==> config.mk <==
export PLATFORM = sky130hd
export DESIGN_NAME = bus_cycle_ctl
export DESIGN_NICKNAME = d
export VERILOG_FILES = /design/src/rtl/bus_cycle_ctl_pkg.sv /design/src/rtl/bus_cycle_ctl_ws_ctr.sv /design/src/rtl/bus_cycle_ctl.sv
export SDC_FILE = /design/constraint.sdc
export NUM_CORES = 1
export LEC_CHECK = 0
export ABC_AREA = 1
export BUFFER_PORTS_ARGS = -buffer_cell sky130_fd_sc_hd__buf_2
export CAP_MARGIN = 0
export CORE_MARGIN = 2
export CORE_UTILIZATION = 30
export CTS_BUF_LIST = sky130_fd_sc_hd__clkbuf_4 sky130_fd_sc_hd__clkbuf_8
export DETAILED_ROUTE_END_ITERATION = 8
export PLACE_DENSITY = 0.65
export RECOVER_POWER = 25
export SYNTH_ARGS = -nofsm -noshare
export SYNTH_HDL_FRONTEND = slang
export SYNTH_SLANG_ARGS = --single-unit
==> constraint.sdc <==
create_clock -name clk4 -period 1.5 [get_ports clk4]
set_input_delay 0.075 -clock clk4 [delete_from_list [all_inputs] [get_ports clk4]]
set_output_delay 0.075 -clock clk4 [all_outputs]
set_load 0.05 [all_outputs]
==> src/rtl/bus_cycle_ctl_pkg.sv <==
// Shared types and widths for the CFT bus cycle controller and its counter block.
package bus_cycle_ctl_pkg;

  typedef enum logic [1:0] {
    ST_IDLE   = 2'd0,
    ST_SETUP  = 2'd1,
    ST_STROBE = 2'd2,
    ST_HOLD   = 2'd3
  } state_t;

  // Kind of the transaction latched at accept time.
  typedef struct packed {
    logic io;  // 0 = memory space (nmem), 1 = I/O space (nio)
    logic wr;  // 0 = read (nr), 1 = write (nw)
  } kind_t;

  localparam int WS_W  = 8;
  localparam int MIN_W = 4;

endpackage

==> src/rtl/bus_cycle_ctl_ws_ctr.sv <==
// Strobe timing counters: MIN_WAIT down-counter, then a wait-state up-counter
// that saturates at WS_TIMEOUT and flags the timeout.
module bus_cycle_ctl_ws_ctr
  import bus_cycle_ctl_pkg::*;
#(
  parameter int MIN_WAIT   = 1,
  parameter int WS_TIMEOUT = 255
) (
  input  logic clk4,
  input  logic nreset,
  input  logic load,
  input  logic in_strobe,
  input  logic wait_req,
  output logic min_expired,
  output logic timeout
);

  localparam logic [MIN_W-1:0] MIN_LOAD = MIN_W'(MIN_WAIT - 1);
  localparam logic [WS_W-1:0]  WS_LIMIT = WS_W'(WS_TIMEOUT);

  logic [MIN_W-1:0] min_cnt;
  logic [WS_W-1:0]  ws_cnt;

  assign min_expired = (min_cnt == '0);
  // Timeout means WS_TIMEOUT wait cycles have already been granted.
  assign timeout     = (ws_cnt == WS_LIMIT);

  always_ff @(posedge clk4 or negedge nreset) begin
    if (!nreset) begin
      min_cnt <= '0;
      ws_cnt  <= '0;
    end else if (load) begin
      min_cnt <= MIN_LOAD;
      ws_cnt  <= '0;
    end else if (in_strobe) begin
      if (!min_expired) begin
        min_cnt <= min_cnt - 1'b1;
      end else if (wait_req && !timeout) begin
        ws_cnt <= ws_cnt + 1'b1;
      end
    end
  end

endmodule

==> src/rtl/bus_cycle_ctl.sv <==
// CFT system bus cycle controller: one request at a time, sequenced as
// SETUP / STROBE (stretched by nws) / HOLD with every output registered.
module bus_cycle_ctl
  import bus_cycle_ctl_pkg::*;
#(
  parameter int MIN_WAIT   = 1,
  parameter int WS_TIMEOUT = 255
) (
  input  logic        clk4,
  input  logic        nreset,
  input  logic        req_valid,
  output logic        req_ready,
  input  logic        req_io,
  input  logic        req_wr,
  input  logic [23:0] req_addr,
  input  logic [15:0] req_wdata,
  input  logic        nhalt,
  input  logic        nws,
  output logic [23:0] ab,
  input  logic [15:0] db_in,
  output logic [15:0] db_out,
  output logic        db_oe,
  output logic        nmem,
  output logic        nio,
  output logic        nr,
  output logic        nw,
  output logic [15:0] rdata,
  output logic        done,
  output logic        buserr,
  output state_t      dbg_state
);

  // Handshake: a request is taken on a rising clk4 edge where req_valid and
  // req_ready are both high; req_ready is only high in IDLE with nhalt high,
  // and a request presented while req_ready is low is dropped, not queued.

  state_t      state_q, state_d;
  kind_t       kind_q, kind_d;
  logic        nws_q;
  logic        min_expired, timeout;
  logic        ready_d, db_oe_d, nmem_d, nio_d, nr_d, nw_d, done_d, buserr_d;
  logic [23:0] ab_d;
  logic [15:0] db_out_d, rdata_d;

  bus_cycle_ctl_ws_ctr #(
    .MIN_WAIT  (MIN_WAIT),
    .WS_TIMEOUT(WS_TIMEOUT)
  ) u_ws_ctr (
    .clk4       (clk4),
    .nreset     (nreset),
    .load       (state_q == ST_SETUP),
    .in_strobe  (state_q == ST_STROBE),
    .wait_req   (!nws_q),
    .min_expired(min_expired),
    .timeout    (timeout)
  );

  always_comb begin
    state_d  = state_q;
    kind_d   = kind_q;
    ab_d     = ab;
    db_out_d = db_out;
    db_oe_d  = db_oe;
    nmem_d   = nmem;
    nio_d    = nio;
    nr_d     = 1'b1;
    nw_d     = 1'b1;
    done_d   = 1'b0;
    buserr_d = 1'b0;
    rdata_d  = rdata;
    case (state_q)
      ST_IDLE: begin
        nmem_d  = 1'b1;
        nio_d   = 1'b1;
        db_oe_d = 1'b0;
        if (req_valid && req_ready) begin
          state_d  = ST_SETUP;
          kind_d   = '{io: req_io, wr: req_wr};
          ab_d     = req_addr;
          db_out_d = req_wdata;
          nmem_d   = req_io;
          nio_d    = !req_io;
          db_oe_d  = req_wr;
        end
      end
      ST_SETUP: begin
        state_d = ST_STROBE;
        nr_d    = kind_q.wr;
        nw_d    = !kind_q.wr;
      end
      ST_STROBE: begin
        nr_d = kind_q.wr;
        nw_d = !kind_q.wr;
        // Registered nws is only honoured once the minimum strobe has elapsed.
        if (min_expired && (nws_q || timeout)) begin
          state_d  = ST_HOLD;
          nr_d     = 1'b1;
          nw_d     = 1'b1;
          done_d   = 1'b1;
          buserr_d = !nws_q;
          if (!kind_q.wr) rdata_d = nws_q ? db_in : 16'hFFFF;
        end
      end
      ST_HOLD: begin
        state_d = ST_IDLE;
        nmem_d  = 1'b1;
        nio_d   = 1'b1;
        db_oe_d = 1'b0;
      end
      default: state_d = ST_IDLE;
    endcase
    ready_d = (state_d == ST_IDLE) && nhalt;
  end

  always_ff @(posedge clk4 or negedge nreset) begin
    if (!nreset) begin
      state_q   <= ST_IDLE;
      kind_q    <= '0;
      nws_q     <= 1'b1;
      req_ready <= 1'b1;
      ab        <= '0;
      db_out    <= '0;
      db_oe     <= 1'b0;
      nmem      <= 1'b1;
      nio       <= 1'b1;
      nr        <= 1'b1;
      nw        <= 1'b1;
      rdata     <= '0;
      done      <= 1'b0;
      buserr    <= 1'b0;
    end else begin
      state_q   <= state_d;
      kind_q    <= kind_d;
      nws_q     <= nws;
      req_ready <= ready_d;
      ab        <= ab_d;
      db_out    <= db_out_d;
      db_oe     <= db_oe_d;
      nmem      <= nmem_d;
      nio       <= nio_d;
      nr        <= nr_d;
      nw        <= nw_d;
      rdata     <= rdata_d;
      done      <= done_d;
      buserr    <= buserr_d;
    end
  end

  assign dbg_state = state_q;

endmodule

# Word level (Yosys, flattened, before mapping)
# Index checks and enable logic that the tools add are counted.
# totals
wordCells	69
reg_bits	80
input_bits	63
output_inout_bits	66
# classes
n_reduce_logical	20
eq_ne	5
muxes	25
n_bitwise	1
add_sub_neg	2
# op_table
operator	count
two-way mux 8 bit	4
two-way mux 16 bit	1
two-way mux 4 bit	3
case mux 1 bit (2 select lines)	5
two-way mux 1 bit	9
adder 8 x 1 -> 8 bit (second input constant)	1
equality test 8 bit (second input constant)	1
case mux 2 bit (4 select lines)	1
nonzero test 2 bit	4
AND reduction 3 bit	2
equality test 2 bit (second input constant)	2
logical AND 1 bit	4
zero test 1 bit	4
zero test 2 bit	2
zero test 4 bit	1
two-way mux 2 bit	2
AND reduction 2 bit	2
subtractor 4 x 1 -> 4 bit (second input constant)	1
equality test 2 x 1 -> 1 bit (second input constant)	1
inequality test 2 x 1 -> 1 bit (second input constant)	1
logical OR 1 bit	1
inverter 1 bit	1

# Depth between registers and ports, before layout
# logic_depth
ltp_word	7
mapped_depth	10
depth_no_buf	9

# Cells and area by module
# A second synthesis with hierarchy kept.
# hier_totals
hier_cells	391
area_unflattened_um2	3552.2
# by_module_without_submodules
module	seq_area_each_um2	cells_per_inst	instances	area_each_um2
bus_cycle_ctl	1709.1	296	1	2817.7
bus_cycle_ctl_ws_ctr	300.3	95	1	734.5

# Worst setup path before layout
# OpenSTA, ideal clock, no wires.
# synth_timing
kind	register to register
start	register state_q[0] (netlist: dbg_state[0])
end	register db_out[5]
setup_ps	125
required_ps	1375
stages_incl_launch_ff	6
t_arrival_ps	1727
path_slack_ps	-351
synth_period_minus_slack_ps	1851
path_buffers	1
path_cell_list	dfrtp_1 > inv_1 > ha_1 > nand2_1 > buf_2 > mux2_2
# synth_via
elab_chain_len	2
# synth_rtl
element	line_no	source
from (decl)	bus_cycle_ctl.sv:37	state_t state_q, state_d;
from (signal assigned)	bus_cycle_ctl.sv:132	state_q <= state_d;
zero test 2 bit	bus_cycle_ctl.sv:71	case (state_q)
AND reduction 2 bit (no source line)	-	
to (signal assigned)	bus_cycle_ctl.sv:137	db_out <= db_out_d;
to (decl)	bus_cycle_ctl.sv:21	output logic [15:0] db_out,
# Every way passes these cells.
# A chain may end at the register's enable or synchronous reset.

# Worst setup path in the final report
# layout_timing
start	register u_ws_ctr.ws_cnt[0]
end	register rdata[15]
# layout_via
elab_chain_len	4
# layout_rtl
element	line_no	source
from (decl)	bus_cycle_ctl_ws_ctr.sv:22	logic [WS_W-1:0] ws_cnt;
from (signal assigned)	bus_cycle_ctl_ws_ctr.sv:39	ws_cnt <= ws_cnt + 1'b1;
equality test 8 bit	bus_cycle_ctl_ws_ctr.sv:26	assign timeout = (ws_cnt == WS_LIMIT);
logical OR 1 bit	bus_cycle_ctl.sv:95	if (min_expired && (nws_q || timeout)) begin
logical AND 1 bit	bus_cycle_ctl.sv:95	
AND reduction 3 bit (no source line)	-	
to (signal assigned)	bus_cycle_ctl.sv:143	rdata <= rdata_d;
to (decl)	bus_cycle_ctl.sv:27	output logic [15:0] rdata,
# Every way passes these cells.

==> flow_summary.yaml <==
status:
  outcome: "finished with violations"
  failed_checks: "negative setup slack"
synthesis:
  synth-seq-cells: 80
  synth.distinct_cells: 28
  syn_nets: 380
  ys_top_cells_by_area: "dfrtp_1 54%, mux2_2 11%, nand2_1 5.8%"
  synthCells: 309
  yosys.area.top_type_share: 0.540
  synth.yosys.seq_area_share: 0.586
  yosys.cell_count.top_type: "dfrtp_1"
  synth-edff-count: 0
  syn-mean-instance-area_um2: 11.1
  synth_commonest_cells: "74 x dfrtp_1, 53 x nand2_1, 35 x o21ai_1"
  yosys.area.top_type: "dfrtp_1"
  synth_area_mm2: 0.00343
  synth-main-ff-cell: "dfrtp_1"
  synth_async_sr_flop_share: 1.00
  ys.warnings.count: 0
grt:
  first_global_vias: 3119
  grt_start_max_net_pins: 36
  grt_pass1_wl_mm: 14.7
  antenna_found_initial: 0
  grt.total_usage: 0.150
  grt_overflow: 0
detailed_routing:
  met3_length_um: 468
  wl_per_cell_um: 13.5
  drt_pass1_iterations: 4
  top_layer: "met4"
  wl_met2_mm: 4.63
  drc: 0
  drt-total-wl_mm: 9.11
  drtIter0Drc: 147
  vias: 3019
  drt-vias-per-instance: 4.48
  ant_nets: 0
  wl_met1_mm: 3.76
worst_setup_path:
  r2r_slack_ns: -0.006
  path_cells: "ha_2, nand2_2, nor2_4, nand2_2, nand2_4, nand2_8, buf_6, o21ai_2, nand2_1"
  critPathRequiredTime_ns: 1.74
  cp_num_cells: 9
  cp_slowest_cell: "dfrtp_1"
  reg2regPathDepth: 9
  cp_top_family: "simple AND/OR/NAND/NOR gates"
  timing.critical_path.arrival_ns: 1.74
  end_kind: "register"
  r2r_end: "rdata[15]"
  path_buf_inv: 1
  cp_max_fo: 8
  crit_top_cell: "nand2_2"
  worstSetupEndpoint: "rdata[15]"
  cp-start-kind: "register"
  r2r_start: "u_ws_ctr.ws_cnt[0]"
  cpPeakStageDelay_ns: 0.37
  critPathLaunch: "u_ws_ctr.ws_cnt[0]"
  setup.worst_path.class: "register to register"
timing:
  min_period_ns: 1.51
  fin_crit_sh: 1.00
  finClkSkew_ns: 0.0120
  finalHoldViolations: 0
  max_slew_margin: 0.403
  slew_violations: 0
  setup_ws_ns: -0.00575
  setup_viol: 2
  timing.fmax_ghz: 0.664
  rsz0062_at_grt: "yes"
  fin_hold_ws_ns: 0.159
  tns_ns: -0.00721
  worstMarginPinSlew_ns: 0.895
worst_hold_path:
  hold_class: "input pin to register"
  worstHoldStart: "req_valid"
  whs_path_depth: 4
layout:
  drive_gt1_frac: 0.471
  nNetsFinal: 597
  final_cells: 674
  fin_area_mm2: 0.00540
  nFillCells: 996
  diodes: 0
  syn_to_final_growth_pct: 57.5
floorplanning:
  fp.dieW_um: 111
  die_h_um: 111
  core-area_mm2: 0.0113
  initial_core_util: 0.304
  io_pins: 129
  die_area_mm2: 0.0123
  num_rows: 39
clock_network:
  clkLatencyLatePin_ns: 0.36
  clock_path_buffers: 2
  numCtsBuffers: 9
  clock-root-buffer: "clkbuf_8"
  htreeDepth: 3
  cts_tree: "done"
  cts.sinks: 80
  cts.clk_slew.worst_paths_ns: 0.08
placement:
  pre_cts_ws_ns: -0.0276
  place_inst: 590
  io_buffers: 128
  place_area_mm2: 0.00439
  hpwl_mm: 5.96
  globalplace.congestion: 0.827
power_and_ir_drop:
  power_density_mw_per_mm2: 2210
  p_leak_nw: 2.66
  ir_drop_uv: 1380
job:
  maxCapViolCount: 0
==> layout by cell type, fill, tap and decap left out, types with 10 or more instances in the layout <==
cell / n
clkbuf_8: 10
mux2_2: 32
dlygate4sd3_1: 61
nand2_1: 48
nand3_1: 13
buf_2: 127
nor2_1: 17
dfrtp_1: 72
o21ai_1: 27
buf_4: 21
inv_1: 13
==> cell type report <==
cell class,count,area (um^2),share of cell area
repair buffers,217,1510,0.279
clock buffers,12,153,0.0283
clock inverters,4,53.8,0.00996
well taps,143,179,0.0331
inverters,22,82.6,0.0153
flip-flops and latches,80,2010,0.373
multi-input cells,196,1420,0.262
==> stage by stage <==
stage | utilization | total power (W)
after global placement | 0.390 | 0.00973
after floorplan | - | 0.00812
final | 0.479 | 0.0120
after detailed placement | 0.390 | 0.00985
after CTS | 0.468 | 0.0118
after global routing | 0.479 | 0.0126
==> state kept, by name, indices dropped and copies added, names as in the netlist <==
signal / flops
kind_q: 1
done: 1
nio: 1
nmem: 1
buserr: 1
nw: 1
ab: 24
rdata: 16
nr: 1
u_ws_ctr.ws_cnt: 8
req_ready: 1
dbg_state: 2
nws_q: 1
u_ws_ctr.min_cnt: 4
db_oe: 1
db_out: 16
==> power breakdown <==
part,internal [W],switching (W),leakage [nW],total [W]
clock network,0.000855,0.000777,0.0996,0.00163
logic,0.00201,0.00467,1.59,0.00668
registers,0.00310,0.000544,0.966,0.00364
total,0.00596,0.00599,2.66,0.0120
==> worst min-delay path by stage <==
stage,to
2_1_floorplan,ab[0]
3_3_place_gp,u_ws_ctr.min_cnt[1]
3_5_place_dp,u_ws_ctr.min_cnt[1]
4_1_cts,nmem
5_1_grt,dbg_state[0]
6_report,nmem
==> worst min-delay path: stages <==
cell and delay (ns):
buf_2 0.10, nand2_2 0.08, nor3_1 0.08, a21oi_1 0.13
==> logic make-up after synthesis <==
kind of cell,synth area share
fa+ha+maj,0.0292
buf+inv,0.0467
mux,0.135
xor+xnor,0.00767
compound gates,0.0693
flops,0.586
simple gates,0.126
==> per-layer routing <==
layer | vias to the layer above | track usage
met5 | - | 0
met4 | 0 | 0.0783
met3 | 19 | 0.0350
met2 | 103 | 0.263
met1 | 1434 | 0.170
li1 | 1463 | -
==> timing repair <==
item                                   CTS  global route
endpoints found under the hold margin   89             0
hold buffers                            61             0
pin swaps                                5            10
gates cloned                             0             1
setup endpoints to repair               15            36
buffers inserted                         5             1
resized for setup                        5            32
Power figures use the tool's default switching activity.
